**src/rtl/dict_loader_pkg.sv**
```systemverilog
// Shared definitions for the dictionary loader: FSM encoding, header layout
// and default field widths, also used by the controller side.
package dict_loader_pkg;

    typedef enum logic [2:0] {
        ST_IDLE  = 3'd0,
        ST_HDR   = 3'd1,
        ST_LOAD1 = 3'd2,
        ST_LOAD2 = 3'd3,
        ST_LOAD3 = 3'd4,
        ST_CHK   = 3'd5,
        ST_DONE  = 3'd6
    } dl_state_e;

    localparam int HDR_CNT1_LSB = 0;
    localparam int HDR_CNT2_LSB = 8;
    localparam int HDR_CNT3_LSB = 16;
    localparam int HDR_CNT_W    = 8;

    // Remaining-entry counters must hold a full 8-bit count plus capacity 256
    localparam int REM_W = 9;

    localparam logic [31:0] WORD_BYTES = 32'd4;

    localparam int DEF_FIELD1_KEY_WIDTH = 3;
    localparam int DEF_FIELD2_KEY_WIDTH = 6;
    localparam int DEF_FIELD3_KEY_WIDTH = 7;
    localparam int DEF_FIELD1_VAL_WIDTH = 7;
    localparam int DEF_FIELD2_VAL_WIDTH = 12;
    localparam int DEF_FIELD3_VAL_WIDTH = 13;

    function automatic logic count_over(input logic [HDR_CNT_W-1:0] cnt, input int key_width);
        return (key_width < HDR_CNT_W) && (int'(cnt) > (1 << key_width));
    endfunction

    function automatic logic [REM_W-1:0] clamp_count(input logic [HDR_CNT_W-1:0] cnt,
                                                      input int key_width);
        if (count_over(cnt, key_width))
            return REM_W'(1 << key_width);
        return {1'b0, cnt};
    endfunction

endpackage

```
**src/rtl/dict_loader_mem_port_arb.sv**
```systemverilog
// Memory port sharing: controller passthrough while idle, loader ownership
// from the cycle start is accepted until the loader drops busy.
module mem_port_arb (
    input  logic        owned,
    input  logic        take,
    input  logic        loader_valid,
    input  logic [31:0] loader_addr,
    input  logic        ctrl_valid,
    input  logic [31:0] ctrl_addr,
    output logic        ctrl_ready,
    output logic [31:0] ctrl_rdata,
    output logic        mem_valid,
    output logic [31:0] mem_addr,
    input  logic        mem_ready,
    input  logic [31:0] mem_rdata
);

    // The start cycle masks the controller so no request is issued that the
    // loader would then inherit mid-handshake.
    assign mem_valid  = owned ? loader_valid : (ctrl_valid & ~take);
    assign mem_addr   = owned ? loader_addr  : ctrl_addr;
    assign ctrl_ready = (owned | take) ? 1'b0 : mem_ready;
    assign ctrl_rdata = mem_rdata;

endmodule

```
**src/rtl/dict_loader.sv**
```systemverilog
// Loads three dictionaries from a memory image (header + entry words).
// Optional trailing checksum word check enabled by DICT_LOADER_CHECKSUM_EN.
//
// state | meaning
// IDLE  | port passthrough to controller, waiting for start
// HDR   | read header word at base_addr
// LOAD1 | read dict1 entries
// LOAD2 | read dict2 entries
// LOAD3 | read dict3 entries
// CHK   | read checksum word (checksum build only)
// DONE  | one-cycle done pulse, port released
module dict_loader
    import dict_loader_pkg::*;
#(
    parameter int FIELD1_KEY_WIDTH = DEF_FIELD1_KEY_WIDTH,
    parameter int FIELD2_KEY_WIDTH = DEF_FIELD2_KEY_WIDTH,
    parameter int FIELD3_KEY_WIDTH = DEF_FIELD3_KEY_WIDTH,
    parameter int FIELD1_VAL_WIDTH = DEF_FIELD1_VAL_WIDTH,
    parameter int FIELD2_VAL_WIDTH = DEF_FIELD2_VAL_WIDTH,
    parameter int FIELD3_VAL_WIDTH = DEF_FIELD3_VAL_WIDTH
) (
    input  logic                        clk,
    input  logic                        resetn,
    input  logic                        start,
    input  logic [31:0]                 base_addr,
    output logic                        busy,
    output logic                        done,
    output logic                        error,
    input  logic                        ctrl_mem_req_valid,
    input  logic [31:0]                 ctrl_mem_req_addr,
    output logic                        ctrl_mem_req_ready,
    output logic [31:0]                 ctrl_mem_req_rdata,
    output logic                        mem_req_valid,
    output logic [31:0]                 mem_req_addr,
    input  logic                        mem_req_ready,
    input  logic [31:0]                 mem_req_rdata,
    output logic                        dict1_write_enable,
    output logic [FIELD1_VAL_WIDTH-1:0] dict1_write_val,
    output logic                        dict2_write_enable,
    output logic [FIELD2_VAL_WIDTH-1:0] dict2_write_val,
    output logic                        dict3_write_enable,
    output logic [FIELD3_VAL_WIDTH-1:0] dict3_write_val
);

    dl_state_e state_q, state_d;
    dl_state_e fin_st, after1, after2, after3;
    logic post_q, post_d;
    logic [31:0] addr_q;
    logic [REM_W-1:0] rem1_q, rem2_q, rem3_q;
    logic error_q;
    logic start_accept, busy_int, loader_valid, capture;
    logic [HDR_CNT_W-1:0] cnt1, cnt2, cnt3;
    logic unused_rdata;
`ifdef DICT_LOADER_CHECKSUM_EN
    logic [31:0] xor_q;
`endif

    assign start_accept = start && (state_q == ST_IDLE);
    assign busy_int     = (state_q != ST_IDLE) && (state_q != ST_DONE);
    assign loader_valid = busy_int && !post_q;
    assign capture      = loader_valid && mem_req_ready;

    assign busy  = busy_int;
    assign done  = (state_q == ST_DONE);
    assign error = error_q;

    assign cnt1 = mem_req_rdata[HDR_CNT1_LSB +: HDR_CNT_W];
    assign cnt2 = mem_req_rdata[HDR_CNT2_LSB +: HDR_CNT_W];
    assign cnt3 = mem_req_rdata[HDR_CNT3_LSB +: HDR_CNT_W];
    assign unused_rdata = ^mem_req_rdata;

    mem_port_arb u_arb (
        .owned        (busy_int),
        .take         (start_accept),
        .loader_valid (loader_valid),
        .loader_addr  (addr_q),
        .ctrl_valid   (ctrl_mem_req_valid),
        .ctrl_addr    (ctrl_mem_req_addr),
        .ctrl_ready   (ctrl_mem_req_ready),
        .ctrl_rdata   (ctrl_mem_req_rdata),
        .mem_valid    (mem_req_valid),
        .mem_addr     (mem_req_addr),
        .mem_ready    (mem_req_ready),
        .mem_rdata    (mem_req_rdata)
    );

    always_ff @(posedge clk) begin
        if (!resetn) begin
            state_q <= ST_IDLE;
            post_q  <= 1'b0;
        end else begin
            state_q <= state_d;
            post_q  <= post_d;
        end
    end

    // Each word costs request, capture and one idle cycle with valid low;
    // the idle cycle is where the next state is chosen, skipping empty dicts.
    always_comb begin
`ifdef DICT_LOADER_CHECKSUM_EN
        fin_st = ST_CHK;
`else
        fin_st = ST_DONE;
`endif
        after3  = (rem3_q != '0) ? ST_LOAD3 : fin_st;
        after2  = (rem2_q != '0) ? ST_LOAD2 : after3;
        after1  = (rem1_q != '0) ? ST_LOAD1 : after2;
        state_d = state_q;
        post_d  = post_q;
        case (state_q)
            ST_IDLE: begin
                if (start_accept) begin
                    state_d = ST_HDR;
                    post_d  = 1'b0;
                end
            end
            ST_DONE: state_d = ST_IDLE;
            default: begin
                if (!post_q) begin
                    post_d = mem_req_ready;
                end else begin
                    post_d = 1'b0;
                    case (state_q)
                        ST_HDR, ST_LOAD1: state_d = after1;
                        ST_LOAD2:         state_d = after2;
                        ST_LOAD3:         state_d = after3;
                        default:          state_d = ST_DONE;
                    endcase
                end
            end
        endcase
    end

    always_ff @(posedge clk) begin
        if (!resetn) begin
            addr_q             <= '0;
            rem1_q             <= '0;
            rem2_q             <= '0;
            rem3_q             <= '0;
            error_q            <= 1'b0;
            dict1_write_enable <= 1'b0;
            dict2_write_enable <= 1'b0;
            dict3_write_enable <= 1'b0;
            dict1_write_val    <= '0;
            dict2_write_val    <= '0;
            dict3_write_val    <= '0;
`ifdef DICT_LOADER_CHECKSUM_EN
            xor_q              <= '0;
`endif
        end else begin
            dict1_write_enable <= 1'b0;
            dict2_write_enable <= 1'b0;
            dict3_write_enable <= 1'b0;
            if (start_accept) begin
                addr_q  <= base_addr;
                error_q <= 1'b0;
`ifdef DICT_LOADER_CHECKSUM_EN
                xor_q   <= '0;
`endif
            end else if (capture) begin
                addr_q <= addr_q + WORD_BYTES;
`ifdef DICT_LOADER_CHECKSUM_EN
                if (state_q != ST_CHK)
                    xor_q <= xor_q ^ mem_req_rdata;
`endif
                case (state_q)
                    ST_HDR: begin
                        rem1_q <= clamp_count(cnt1, FIELD1_KEY_WIDTH);
                        rem2_q <= clamp_count(cnt2, FIELD2_KEY_WIDTH);
                        rem3_q <= clamp_count(cnt3, FIELD3_KEY_WIDTH);
                        if (count_over(cnt1, FIELD1_KEY_WIDTH) ||
                            count_over(cnt2, FIELD2_KEY_WIDTH) ||
                            count_over(cnt3, FIELD3_KEY_WIDTH))
                            error_q <= 1'b1;
                    end
                    ST_LOAD1: begin
                        rem1_q             <= rem1_q - 1'b1;
                        dict1_write_enable <= 1'b1;
                        dict1_write_val    <= mem_req_rdata[FIELD1_VAL_WIDTH-1:0];
                    end
                    ST_LOAD2: begin
                        rem2_q             <= rem2_q - 1'b1;
                        dict2_write_enable <= 1'b1;
                        dict2_write_val    <= mem_req_rdata[FIELD2_VAL_WIDTH-1:0];
                    end
                    ST_LOAD3: begin
                        rem3_q             <= rem3_q - 1'b1;
                        dict3_write_enable <= 1'b1;
                        dict3_write_val    <= mem_req_rdata[FIELD3_VAL_WIDTH-1:0];
                    end
`ifdef DICT_LOADER_CHECKSUM_EN
                    ST_CHK: begin
                        if (mem_req_rdata != xor_q)
                            error_q <= 1'b1;
                    end
`endif
                    default: ;
                endcase
            end
        end
    end

endmodule

```
**config.mk**
```make
export PLATFORM = sky130hd
export DESIGN_NAME = dict_loader
export DESIGN_NICKNAME = d
export VERILOG_FILES = /design/src/rtl/dict_loader_pkg.sv /design/src/rtl/dict_loader_mem_port_arb.sv /design/src/rtl/dict_loader.sv
export SDC_FILE = /design/constraint.sdc
export NUM_CORES = 1
export LEC_CHECK = 0
export BUFFER_PORTS_ARGS = -buffer_cell sky130_fd_sc_hd__buf_2
export CAP_MARGIN = 20
export CORE_AREA = 5 5 129 101
export CTS_CLUSTER_SIZE = 30
export DETAILED_ROUTE_END_ITERATION = 8
export DIE_AREA = 0 0 134 106
export PLACE_DENSITY = 0.8
export SETUP_SLACK_MARGIN = 0.5
export SYNTH_ARGS = -nofsm -noshare
export SYNTH_HDL_FRONTEND = slang
export SYNTH_HIERARCHICAL = 1
export SYNTH_SLANG_ARGS = --single-unit
```
**constraint.sdc**
```tcl
create_clock -name clk -period 2.34 [get_ports clk]
set_input_delay 0.351 -clock clk [delete_from_list [all_inputs] [get_ports clk]]
set_output_delay 0.351 -clock clk [all_outputs]
set_load 0.02 [all_outputs]
```
==> report_table.html <==
<table>
<tr><th>Metric</th><th>Value</th></tr>
<tr><th colspan="2">Setup path</th></tr>
<tr><td>Required time reported for the critical path endpoint</td><td>2.63 ns</td></tr>
<tr><td>Bufs and invs on worst path</td><td>1</td></tr>
<tr><td>Crit Reg-Reg Startpoint</td><td>rem2_q[0]</td></tr>
<tr><td>Worst Path Max Fanout</td><td>4</td></tr>
<tr><td>Critical path's top delay family</td><td>simple AND/OR/NAND/NOR gates</td></tr>
<tr><td>Critical path cell sequence</td><td>inv_2 -&gt; ha_4 -&gt; or4b_4 -&gt; or2_4 -&gt; or4_4 -&gt; a211oi_2 -&gt; a31o_2</td></tr>
<tr><td>Start-to-end type of the worst setup path</td><td>flip-flop to flip-flop</td></tr>
<tr><td>Cell at the slowest stage of the critical path</td><td>or4b_4</td></tr>
<tr><td>Endpoint arrival time on the critical path</td><td>2.36 ns</td></tr>
<tr><td>Crit path largest cell delay</td><td>0.46 ns</td></tr>
<tr><td>Timing startpoint of the critical path</td><td>rem2_q[0]</td></tr>
<tr><td>Critical path endpoint category</td><td>flip-flop</td></tr>
<tr><td>Setup crit start kind</td><td>flip-flop</td></tr>
<tr><th colspan="2">Synth</th></tr>
<tr><td>Register bit total from synthesis</td><td>99</td></tr>
<tr><td>Adder-cell share of the synthesized area</td><td>0.00868</td></tr>
<tr><td>Mapped Cells</td><td>725</td></tr>
<tr><td>Mean instance size in the synthesized netlist</td><td>7.96 um^2</td></tr>
<tr><td>Combined area of all synthesized cells</td><td>0.00577 mm^2</td></tr>
<tr><td>Net count after synthesis</td><td>830</td></tr>
<tr><td>Primary flip-flop cell chosen by synthesis mapping</td><td>dfxtp_1</td></tr>
<tr><td>Portion of the post-synthesis area used by sequential elements</td><td>0.344</td></tr>
<tr><td>Simple-gate area share of the yosys netlist</td><td>0.233</td></tr>
<tr><td>Library cell with the largest summed area after synthesis</td><td>dfxtp_1</td></tr>
<tr><td>Leading cell types by count after synthesis</td><td>nand2_1 (109), dfxtp_1 (99), a21oi_1 (92)</td></tr>
<tr><td>Synthesis Warnings</td><td>6</td></tr>
<tr><td>Share of the synthesized area in compound gates (AO/OA/AOI/OAI)</td><td>0.202</td></tr>
<tr><td>Fraction of post-synthesis cell area in the top cell type by area</td><td>0.344</td></tr>
<tr><td>Dominant cell by count in the synthesized netlist</td><td>nand2_1</td></tr>
<tr><td>Number of synthesized flops with an enable pin</td><td>0</td></tr>
<tr><td>Dominant combinational cell family by area after synthesis</td><td>simple AND/OR/NAND/NOR gates</td></tr>
<tr><td>Distinct cell type count after synthesis</td><td>65</td></tr>
<tr><td>Top cells by area in the synthesized netlist</td><td>dfxtp_1 (34%), a21oi_1 (8.0%), mux2_4 (7.3%), nand2_1 (7.1%), buf_4 (4.2%)</td></tr>
<tr><td>Async set-or-reset flop fraction in the synthesized netlist</td><td>0</td></tr>
<tr><td>Xor and xnor area share after synthesis</td><td>0.0228</td></tr>
<tr><td>Share of synthesized area spent on multiplexers</td><td>0.0939</td></tr>
<tr><th colspan="2">Finish</th></tr>
<tr><td>Synthesis-to-layout area growth</td><td>33.8%</td></tr>
<tr><td>Total number of nets in the final design</td><td>1006</td></tr>
<tr><td>Final cell count without fillers</td><td>1054</td></tr>
<tr><td>Layout cell share with drive strength beyond 1</td><td>0.415</td></tr>
<tr><td>Sequential cell area</td><td>0.00201 mm^2</td></tr>
<tr><td>Area occupied by multi-input gates</td><td>0.00357 mm^2</td></tr>
<tr><td>Count of filler cells inserted in the layout</td><td>954</td></tr>
<tr><td>Core Util, Final</td><td>0.655</td></tr>
<tr><td>Post-Layout Inst Area</td><td>0.00772 mm^2</td></tr>
<tr><td># diodes</td><td>0</td></tr>
<tr><th colspan="2">Clock network</th></tr>
<tr><td>CTS root buffer</td><td>clkbuf_16</td></tr>
<tr><td>Clock transition at the registers of the reported paths</td><td>0.08 ns</td></tr>
<tr><td>Clock Sink Count</td><td>99</td></tr>
<tr><td>Clock insertion delay at the later pin of the skew report</td><td>0.35 ns</td></tr>
<tr><td># hold bufs at CTS</td><td>0</td></tr>
<tr><td>Max Buffers Root-to-Sink</td><td>2</td></tr>
<tr><td>Count of H-tree levels built during CTS</td><td>3</td></tr>
<tr><td>Number of clock buffers inserted by TritonCTS</td><td>9</td></tr>
<tr><td>CTS tree</td><td>done</td></tr>
<tr><th colspan="2">Floorplanning</th></tr>
<tr><td>Die area</td><td>0.0142 mm^2</td></tr>
<tr><td>DIE WIDTH</td><td>134 um</td></tr>
<tr><td>Count of pins on the block boundary</td><td>205</td></tr>
<tr><td>Starting density of the core</td><td>0.490</td></tr>
<tr><td>Floorplan Core Area</td><td>0.0118 mm^2</td></tr>
<tr><td>Chip height</td><td>106 um</td></tr>
<tr><td>Site row count</td><td>35</td></tr>
<tr><th colspan="2">Placement</th></tr>
<tr><td>Number of port buffers</td><td>188</td></tr>
<tr><td>Global placement routability congestion</td><td>0.878</td></tr>
<tr><td>Post-Place Setup Slack</td><td>0.249 ns</td></tr>
<tr><td>Placed cell areas</td><td>0.00674 mm^2</td></tr>
<tr><td>Number of cells after detailed placement</td><td>1014</td></tr>
<tr><td>Detailed Place HPWL</td><td>12.1 mm</td></tr>
<tr><th colspan="2">Global routing</th></tr>
<tr><td>Grt total ovfl</td><td>0</td></tr>
<tr><td>Largest net degree at the start of global routing</td><td>31</td></tr>
<tr><td>Global-route wire length before repair</td><td>28.3 mm</td></tr>
<tr><td>Initial antenna violation count</td><td>0</td></tr>
<tr><td>Vias in the first global route</td><td>5670</td></tr>
<tr><td>Total GRT Usage</td><td>0.238</td></tr>
<tr><th colspan="2">STA</th></tr>
<tr><td>Unrepaired setup endpoints after global routing</td><td>yes</td></tr>
<tr><td>Count of pins over their slew limit</td><td>0</td></tr>
<tr><td>Total setup violations reported at the end of the flow</td><td>0</td></tr>
<tr><td>Accumulated negative setup slack</td><td>0 ns</td></tr>
<tr><td>Final clock skew</td><td>0.0115 ns</td></tr>
<tr><td>Period Utilization, post-route</td><td>0.884</td></tr>
<tr><td>Maximum frequency from static timing analysis</td><td>0.483 GHz</td></tr>
<tr><td>Setup ws final</td><td>0.271 ns</td></tr>
<tr><td>Slew at the pin closest to its max-slew limit</td><td>0.484 ns</td></tr>
<tr><td>Worst slew margin relative to its limit</td><td>0.674</td></tr>
<tr><td>Worst hold slack</td><td>0.229 ns</td></tr>
<tr><td>Number of hold violations in the final report</td><td>0</td></tr>
<tr><td>Fin crit period</td><td>2.07 ns</td></tr>
<tr><th colspan="2">Run</th></tr>
<tr><td>Max-cap violations</td><td>0</td></tr>
<tr><th colspan="2">Detailed routing</th></tr>
<tr><td>Via-to-Cell Ratio</td><td>5.80</td></tr>
<tr><td>Post-detailed-route count of antenna-violating nets</td><td>0</td></tr>
<tr><td>Drt pass-1 iters</td><td>7</td></tr>
<tr><td>Via total after detailed routing</td><td>6117</td></tr>
<tr><td>Detailed Route Iter0 Violations</td><td>472</td></tr>
<tr><td>Remaining design rule violation count</td><td>0</td></tr>
<tr><td>Wire length per cell after detailed routing</td><td>17.5 um</td></tr>
<tr><td>Post-Route WL</td><td>18.5 mm</td></tr>
<tr><th colspan="2">Pwr</th></tr>
<tr><td>Peak VDD IR</td><td>0.487 mV</td></tr>
<tr><td>Leakage dissipation</td><td>3.25 nW</td></tr>
<tr><td>Total power of the final layout</td><td>7.74 mW</td></tr>
<tr><td>Power density normalized to cell area</td><td>1000 mW/mm^2</td></tr>
<tr><th colspan="2">Hold path</th></tr>
<tr><td>Kind of path behind the tightest hold check</td><td>primary input to flip-flop</td></tr>
<tr><td>Hold_sp</td><td>base_addr[9]</td></tr>
<tr><th colspan="2">Status</th></tr>
<tr><td>Result of the run</td><td>completed</td></tr>
</table>
==> state kept, by name, summed over array words and instances, names as in the netlist, 3 cells and up <==
name and flops:
state_q 3, rem1_q 9, rem3_q 9, rem2_q 9, dict3_write_val 13, dict1_write_val 7, dict2_write_val 12, addr_q 32
==> cell usage in the layout (no fill, tap or decap), drive strengths merged, types with 4 or more instances in the layout <==
cell	count
or4	6
xnor2	7
a221oi	7
o21ai	29
a22oi	4
nor2	51
nand4	16
nor3b	4
a21oi	92
nor4	9
a32oi	4
nand3	18
nor3	20
and3	11
nand2	109
a211oi	11
buf	240
xor2	8
inv	26
or3	11
o22ai	4
a31oi	9
clkbuf	12
dfxtp	99
o211ai	8
mux2	37
ha	4
==> per-layer routing <==
metal | routed length [um] | vias up | GRT usage | part of all wire
li1 | - | 2938 | - | -
met1 | 8030 | 2842 | 0.333 | 0.44
met2 | 8300 | 299 | 0.363 | 0.45
met3 | 1760 | 38 | 0.0610 | 0.096
met4 | 367 | 0 | 0.0661 | 0.020
met5 | 0 | - | 0 | 0
==> worst min-delay path: cells and delay by family <==
family | cells | cell delay (ns)
buffers and inverters | 1 | 0.09
AND/OR/NAND/NOR | 1 | 0.05
AO/OA/AOI/OAI | 1 | 0.05
==> what timing repair did <==
item / 4_1_cts / 5_1_grt
setup endpoints to repair: 91 / 113
pin swaps: 11 / 8
cloned: 2 / 3
buffers inserted: 14 / 5
resized for setup: 45 / 77
==> logic make-up after synthesis <==
family                   count (synthesis)
XOR/XNOR                                15
multiplexers                            39
flip-flops                              99
AND/OR/NAND/NOR                        276
adder cells (fa/ha/maj)                  4
AO/OA/AOI/OAI                          192
buffers and inverters                  100
==> final cells by class <==
| class | count | area share |
|---|---|---|
| Tap cell | 148 | 0.0240 |
| Clock buffer | 10 | 0.0310 |
| Sequential cell | 99 | 0.260 |
| Multi-Input combinational cell | 528 | 0.462 |
| Timing Repair Buffer | 242 | 0.203 |
| Clock inverter | 6 | 0.00811 |
| Inverter | 21 | 0.0118 |
==> where the power goes <==
group	internal, mW	leakage, nW	total, mW	switching, mW
sequential	1.93	0.811	2.23	0.307
clock	0.790	0.151	1.54	0.746
combinational	1.92	2.29	3.98	2.05
==> worst paths after layout <==
path	end	slack (ns)	cells past startpoint
worst max-delay path	state_q[2]	0.27	7
worst max register to register	state_q[2]	0.27	7
worst min-delay path	addr_q[9]	0.23	3
worst min register to register	dict2_write_val[1]	0.46	2
Power figures use the tool's default switching activity.
